`src/rtl/bin2bcd_pkg.sv`:
```
// rtl/bin2bcd_pkg.sv - shared constants and state type for the sequential binary-to-BCD converter
package bin2bcd_pkg;

  localparam int         BCD_DIGIT_W = 4;
  localparam logic [3:0] ADJ_THRESH  = 4'd5;
  localparam logic [3:0] ADJ_ADD     = 4'd3;

  typedef enum logic {
    IDLE  = 1'b0,
    SHIFT = 1'b1
  } state_e;

endpackage

```
`src/rtl/bin2bcd_seq_if.sv`:
```
// rtl/bin2bcd_seq_if.sv - start/busy/done conversion bus; BLANK present when BIN2BCD_LZB_EN is defined
interface bin2bcd_seq_if #(
  parameter int WIDTH  = 32,
  parameter int DIGITS = 10
);

  logic [WIDTH-1:0]    DIN;
  logic                START;
  logic                BUSY;
  logic                DONE;
  logic [4*DIGITS-1:0] BCD;
  logic                OVF;
`ifdef BIN2BCD_LZB_EN
  logic [DIGITS-1:0]   BLANK;

  modport master (output DIN, START, input BUSY, DONE, BCD, OVF, BLANK);
  modport slave  (input DIN, START, output BUSY, DONE, BCD, OVF, BLANK);
`else
  modport master (output DIN, START, input BUSY, DONE, BCD, OVF);
  modport slave  (input DIN, START, output BUSY, DONE, BCD, OVF);
`endif

endinterface

```
`src/rtl/bcd_digit_adj.sv`:
```
// rtl/bcd_digit_adj.sv - add-3 adjust of one BCD digit ahead of the dabble shift
module bcd_digit_adj
  import bin2bcd_pkg::*;
(
  input  logic [BCD_DIGIT_W-1:0] digit_i,
  output logic [BCD_DIGIT_W-1:0] digit_o
);

  assign digit_o = (digit_i >= ADJ_THRESH) ? (digit_i + ADJ_ADD) : digit_i;

endmodule

```
`src/rtl/bin2bcd_seq.sv`:
```
// rtl/bin2bcd_seq.sv - one-bit-per-clock double-dabble converter with held result
// Optional leading-zero blanking output enabled by BIN2BCD_LZB_EN.
module bin2bcd_seq
  import bin2bcd_pkg::*;
#(
  parameter int WIDTH  = 32,
  parameter int DIGITS = 10
) (
  input logic          CLK,
  input logic          nRST,
  bin2bcd_seq_if.slave bus
);

  localparam int BCD_W = BCD_DIGIT_W * DIGITS;
  localparam int CNT_W = (WIDTH > 1) ? $clog2(WIDTH) : 1;

  state_e             state_q;
  logic [WIDTH-1:0]   bin_q;
  logic [BCD_W-1:0]   work_q;
  logic               sticky_q;
  logic [CNT_W-1:0]   cnt_q;
  logic               busy_q;
  logic               done_q;
  logic [BCD_W-1:0]   bcd_q;
  logic               ovf_q;

  logic [BCD_W-1:0]   adj_w;
  logic [BCD_W-1:0]   work_d;
  logic [WIDTH-1:0]   bin_d;
  logic               carry_w;

  for (genvar g = 0; g < DIGITS; g++) begin : g_adj
    bcd_digit_adj u_adj (
      .digit_i (work_q[g*BCD_DIGIT_W +: BCD_DIGIT_W]),
      .digit_o (adj_w[g*BCD_DIGIT_W +: BCD_DIGIT_W])
    );
  end

  // Adjusted digits and binary shift as one wide register; the bit leaving the top digit is overflow.
  assign carry_w = adj_w[BCD_W-1];
  assign work_d  = {adj_w[BCD_W-2:0], bin_q[WIDTH-1]};
  assign bin_d   = bin_q << 1;

`ifdef BIN2BCD_LZB_EN
  logic [DIGITS-1:0] blank_q;
  logic [DIGITS-1:0] blank_d;
  logic              hi_zero;

  always_comb begin
    blank_d = '0;
    hi_zero = 1'b1;
    for (int i = DIGITS - 1; i >= 1; i--) begin
      hi_zero    = hi_zero && (work_d[i*BCD_DIGIT_W +: BCD_DIGIT_W] == '0);
      blank_d[i] = hi_zero;
    end
  end

  assign bus.BLANK = blank_q;
`endif

  always_ff @(posedge CLK) begin
    if (!nRST) begin
      state_q  <= IDLE;
      bin_q    <= '0;
      work_q   <= '0;
      sticky_q <= 1'b0;
      cnt_q    <= '0;
      busy_q   <= 1'b0;
      done_q   <= 1'b0;
      bcd_q    <= '0;
      ovf_q    <= 1'b0;
`ifdef BIN2BCD_LZB_EN
      blank_q  <= '0;
`endif
    end else begin
      done_q <= 1'b0;
      case (state_q)
        IDLE: begin
          if (bus.START) begin
            bin_q    <= bus.DIN;
            work_q   <= '0;
            sticky_q <= 1'b0;
            cnt_q    <= CNT_W'(WIDTH - 1);
            busy_q   <= 1'b1;
            state_q  <= SHIFT;
          end
        end
        SHIFT: begin
          bin_q    <= bin_d;
          work_q   <= work_d;
          sticky_q <= sticky_q | carry_w;
          if (cnt_q == '0) begin
            bcd_q   <= work_d;
            ovf_q   <= sticky_q | carry_w;
            done_q  <= 1'b1;
            busy_q  <= 1'b0;
            state_q <= IDLE;
`ifdef BIN2BCD_LZB_EN
            blank_q <= blank_d;
`endif
          end else begin
            cnt_q <= cnt_q - CNT_W'(1);
          end
        end
        default: state_q <= IDLE;
      endcase
    end
  end

  assign bus.BUSY = busy_q;
  assign bus.DONE = done_q;
  assign bus.BCD  = bcd_q;
  assign bus.OVF  = ovf_q;

endmodule
```
`src/flat_wrapper.sv`:
```
// flat-port wrapper written by rule: the top's interface ports become plain ports
module bin2bcd_seq_flat import bin2bcd_pkg::*;
#(
  parameter int WIDTH  = 32,
  parameter int DIGITS = 10
)
  (CLK, nRST, bus_DIN, bus_START, bus_BUSY, bus_DONE, bus_BCD, bus_OVF);
  bin2bcd_seq_if #(.WIDTH(WIDTH), .DIGITS(DIGITS)) bus_i ();
  input logic CLK;
  input logic nRST;
  input wire logic [$bits(bus_i.DIN)-1:0] bus_DIN;
  input wire logic [$bits(bus_i.START)-1:0] bus_START;
  output wire logic [$bits(bus_i.BUSY)-1:0] bus_BUSY;
  output wire logic [$bits(bus_i.DONE)-1:0] bus_DONE;
  output wire logic [$bits(bus_i.BCD)-1:0] bus_BCD;
  output wire logic [$bits(bus_i.OVF)-1:0] bus_OVF;
  assign bus_i.DIN = bus_DIN;
  assign bus_i.START = bus_START;
  assign bus_BUSY = bus_i.BUSY;
  assign bus_DONE = bus_i.DONE;
  assign bus_BCD = bus_i.BCD;
  assign bus_OVF = bus_i.OVF;
  bin2bcd_seq #(.WIDTH(WIDTH), .DIGITS(DIGITS)) u_core (.CLK(CLK), .nRST(nRST), .bus(bus_i));
endmodule
```
`config.mk`:
```
export PLATFORM = sky130hd
export DESIGN_NAME = bin2bcd_seq_flat
export DESIGN_NICKNAME = d
export VERILOG_FILES = /design/src/rtl/bin2bcd_pkg.sv /design/src/rtl/bin2bcd_seq_if.sv /design/src/rtl/bcd_digit_adj.sv /design/src/rtl/bin2bcd_seq.sv /design/src/flat_wrapper.sv
export SDC_FILE = /design/constraint.sdc
export NUM_CORES = 1
export LEC_CHECK = 0
export ABC_AREA = 1
export CORE_MARGIN = 5
export CORE_UTILIZATION = 54
export CTS_CLUSTER_SIZE = 14
export DETAILED_ROUTE_END_ITERATION = 8
export DONT_BUFFER_PORTS = 1
export HOLD_SLACK_MARGIN = 0.15
export PLACE_DENSITY = 0.8
export SLEW_MARGIN = 5
export SYNTH_ARGS = -nofsm -noshare
export SYNTH_HDL_FRONTEND = slang
export SYNTH_SLANG_ARGS = --single-unit
export TNS_END_PERCENT = 1
```
`constraint.sdc`:
```
create_clock -name CLK -period 1.8 [get_ports CLK]
set_clock_uncertainty 0.1 [all_clocks]
set_input_delay 0.45 -clock CLK [delete_from_list [all_inputs] [get_ports CLK]]
set_output_delay 0.45 -clock CLK [all_outputs]
set_load 0.005 [all_outputs]
```
==> flow_summary.yaml <==
synthesis:
  synth_top_area_share_pct: 41.5
  netlist_top_cells_count: "nand2_1 (315), nand3_1 (147), dfxtp_1 (122)"
  ys_async_sr_fraction_pct: 0
  syn_area_sq_um: 5880
  ys_types: 24
  synth-seq-cells: 122
  synth_top_cells_by_area: "dfxtp_1 (42%), nand2_1 (20%), nand3_1 (13%)"
  ys_seq_area_share_pct: 41.5
  yosysMostFrequentCell: "nand2_1"
  synthFlopType: "dfxtp_1"
  yosysTopAreaCell: "dfxtp_1"
  syn_inst: 846
  syn_area_per_cell_sq_um: 6.95
  synth_edf_count: 0
  ys_warn_count: 0
  synth_fp_nets: 902
outcome:
  status: "finished, final reports clean"
placed_design:
  port_buffers: 0
  place_ws_ns: 0.296
  gp_congestion: 0.844
  dp_hpwl_microns: 8310
detailed_routing:
  num_vias: 5402
  wl_per_cell_microns: 13.0
  ant_nets: 0
  first_iter_violations: 365
  drt-total-wl_microns: 13400
  drc_errors: 0
  drtPass1Iterations: 5
  viasPerCell: 5.27
die:
  die_h_microns: 114
  start_util_pct: 54.7
  row_count: 38
  fp.dieW_microns: 114
  core_sq_um: 10700
  io_pins: 78
  dieArea_sq_um: 13100
critical_path:
  crit_fanout: 35
  criticalPathCategory: "in -> reg"
  worst-path-buf-inv: 4
  slowest_delay_ns: 0.59
  cp_cell_sequence: "dlygate4sd3_1 -> buf_12 -> nor2_8 -> buf_4 -> nand2_1 -> nand3_1 -> nand2_1 -> inv_1"
  worstPathArrival_ns: 2.01
  slowest_stage: "dlygate4sd3_1"
  crit_required_ns: 2.17
  end_kind: "flip-flop"
  start_kind: "input port"
  cp_top_family: "buffers and inverters"
  path_common_cell: "nand2_1"
timing:
  tns_ns: 0
  final_hold_viol_count: 0
  fin_crit_sh_pct: 91.1
  slew_viol_final: 0
  max_freq_mhz: 610
  setup_viol: 0
  slew_headroom_pct: 62.5
  min_period_ns: 1.64
  max_slew.worst_pin.slew_ns: 0.562
  worst_slack_ns: 0.159
  rsz0062_at_grt: "false"
clock_network:
  clk_pin_slew_worst_paths_ns: 0.06
  cts_tree: "done"
  clock-sinks: 122
  cts_hold_buf: 36
  numCtsBuffers: 17
  root_buffer: "clkbuf_8"
  ctsResizeCount: 0
  max-clock-path-buffers: 2
  cts_setup_buffers: 0
  clk_latency_ns: 0.52
  cts_max_level: 4
power_and_ir_drop:
  power.density_nw_per_um2: 971
  leakage_nw: 3.22
  ir_drop_v: 0.000937
global_route:
  grtUsageTotal_pct: 21.6
  grt_first_pass_wirelength_microns: 23000
  overflow: 0
  grt_max_degree: 43
  antenna_found_initial: 0
  grt_pass1_vias: 5101
worst_hold_path:
  hold_class: "reg -> reg"
cells_and_area:
  drive_above_1_share_pct: 5.99
  antennaDiodeCount: 0
  area_growth_pct: 17.6
  nFillCells: 925
  finalNetCount: 928
job:
  drv_cap: 0
==> state kept, by name (all words and copies together) (netlist names) <==
| name | count |
|---|---|
| u_core.bin_q | 32 |
| u_core.bus.BCD | 40 |
| u_core.bus.BUSY | 1 |
| u_core.bus.DONE | 1 |
| u_core.bus.OVF | 1 |
| u_core.cnt_q | 5 |
| u_core.state_q | 1 |
| u_core.sticky_q | 1 |
| u_core.work_q | 40 |
==> per-layer routing <==
metal  vias to the layer above  global-route usage [%]  part of all wire (%)
met5                         -                       0                     0
met4                         0                    9.34                   2.2
met2                       162                    36.4                    48
met3                        27                    6.18                   6.4
li1                       2782                       -                     -
met1                      2431                    25.7                    44
==> path summary, 6_finish.rpt <==
path,start,end,slack [ns],cells after the start
max,bus_START,u_core.bin_q[22]$_SDFFE_PN0P_,0.16,8
min,u_core.bin_q[31]$_SDFFE_PN0P_,u_core.work_q[0]$_SDFFE_PN0P_,0.37,2
max reg2reg,u_core.work_q[28]$_SDFFE_PN0P_,u_core.work_q[29]$_SDFFE_PN0P_,0.25,8
min reg2reg,u_core.bin_q[31]$_SDFFE_PN0P_,u_core.work_q[0]$_SDFFE_PN0P_,0.37,2
==> cells by family after synthesis <==
kind of cell	Yosys count	synth area share [%]
AND/OR/NAND/NOR	498	37.2
adder cells (fa/ha/maj)	21	4.47
flip-flops	122	41.5
AO/OA/AOI/OAI	72	6.13
multiplexers	5	0.851
buffers and inverters	128	9.83
==> metrics by stage <==
step	hold WS [ns]	total power, mW	util, %	cell area [sq um]	cells
floorplan	0.336	3.23	-	5880	846
global placement	0.343	3.28	55.3	5940	957
detailed placement	0.354	3.29	55.3	5940	957
CTS	0.363	6.79	64.4	6920	1025
global route	0.389	6.99	64.4	6920	1025
finish	0.366	6.71	64.4	6920	1025
==> where the power goes <==
group          total (mW)  internal (mW)  switching (mW)  leakage (nW)
Sequential           2.82           2.77          0.0477         0.990
Combinational       0.519          0.198           0.321          1.96
Clock                3.38           2.17            1.20         0.272
==> cells in the final DEF (no fill, tap or decap), types with 5 or more instances in the layout <==
cell,n
nand3_1,147
buf_4,6
clkinvlp_4,6
nand2_1,315
nand4_1,18
o21ai_0,21
clkbuf_16,16
nor2_1,9
inv_1,86
ha_1,21
mux2i_1,5
buf_12,6
a21oi_1,48
dfxtp_1,121
dlygate4sd3_1,34
==> cell type report <==
type	count	area (sq um)	area share, %
timing repair buffer	46	505	7.31
sequential	122	2440	35.3
inverter	89	337	4.87
tap	140	175	2.53
clock buffer	21	449	6.50
multi-input combinational	596	2860	41.4
clock inverter	11	145	2.10
==> worst register-to-register path, stage by stage, from the launching register on <==
cell and delay, ns:
dfxtp_1 0.43, inv_1 0.12, ha_1 0.22, inv_1 0.05, nand2_1 0.11, nand3_1 0.18
nand2_1 0.09, nand3_1 0.08, a21oi_1 0.06
Note: power is estimated with default switching activity, not from simulation.
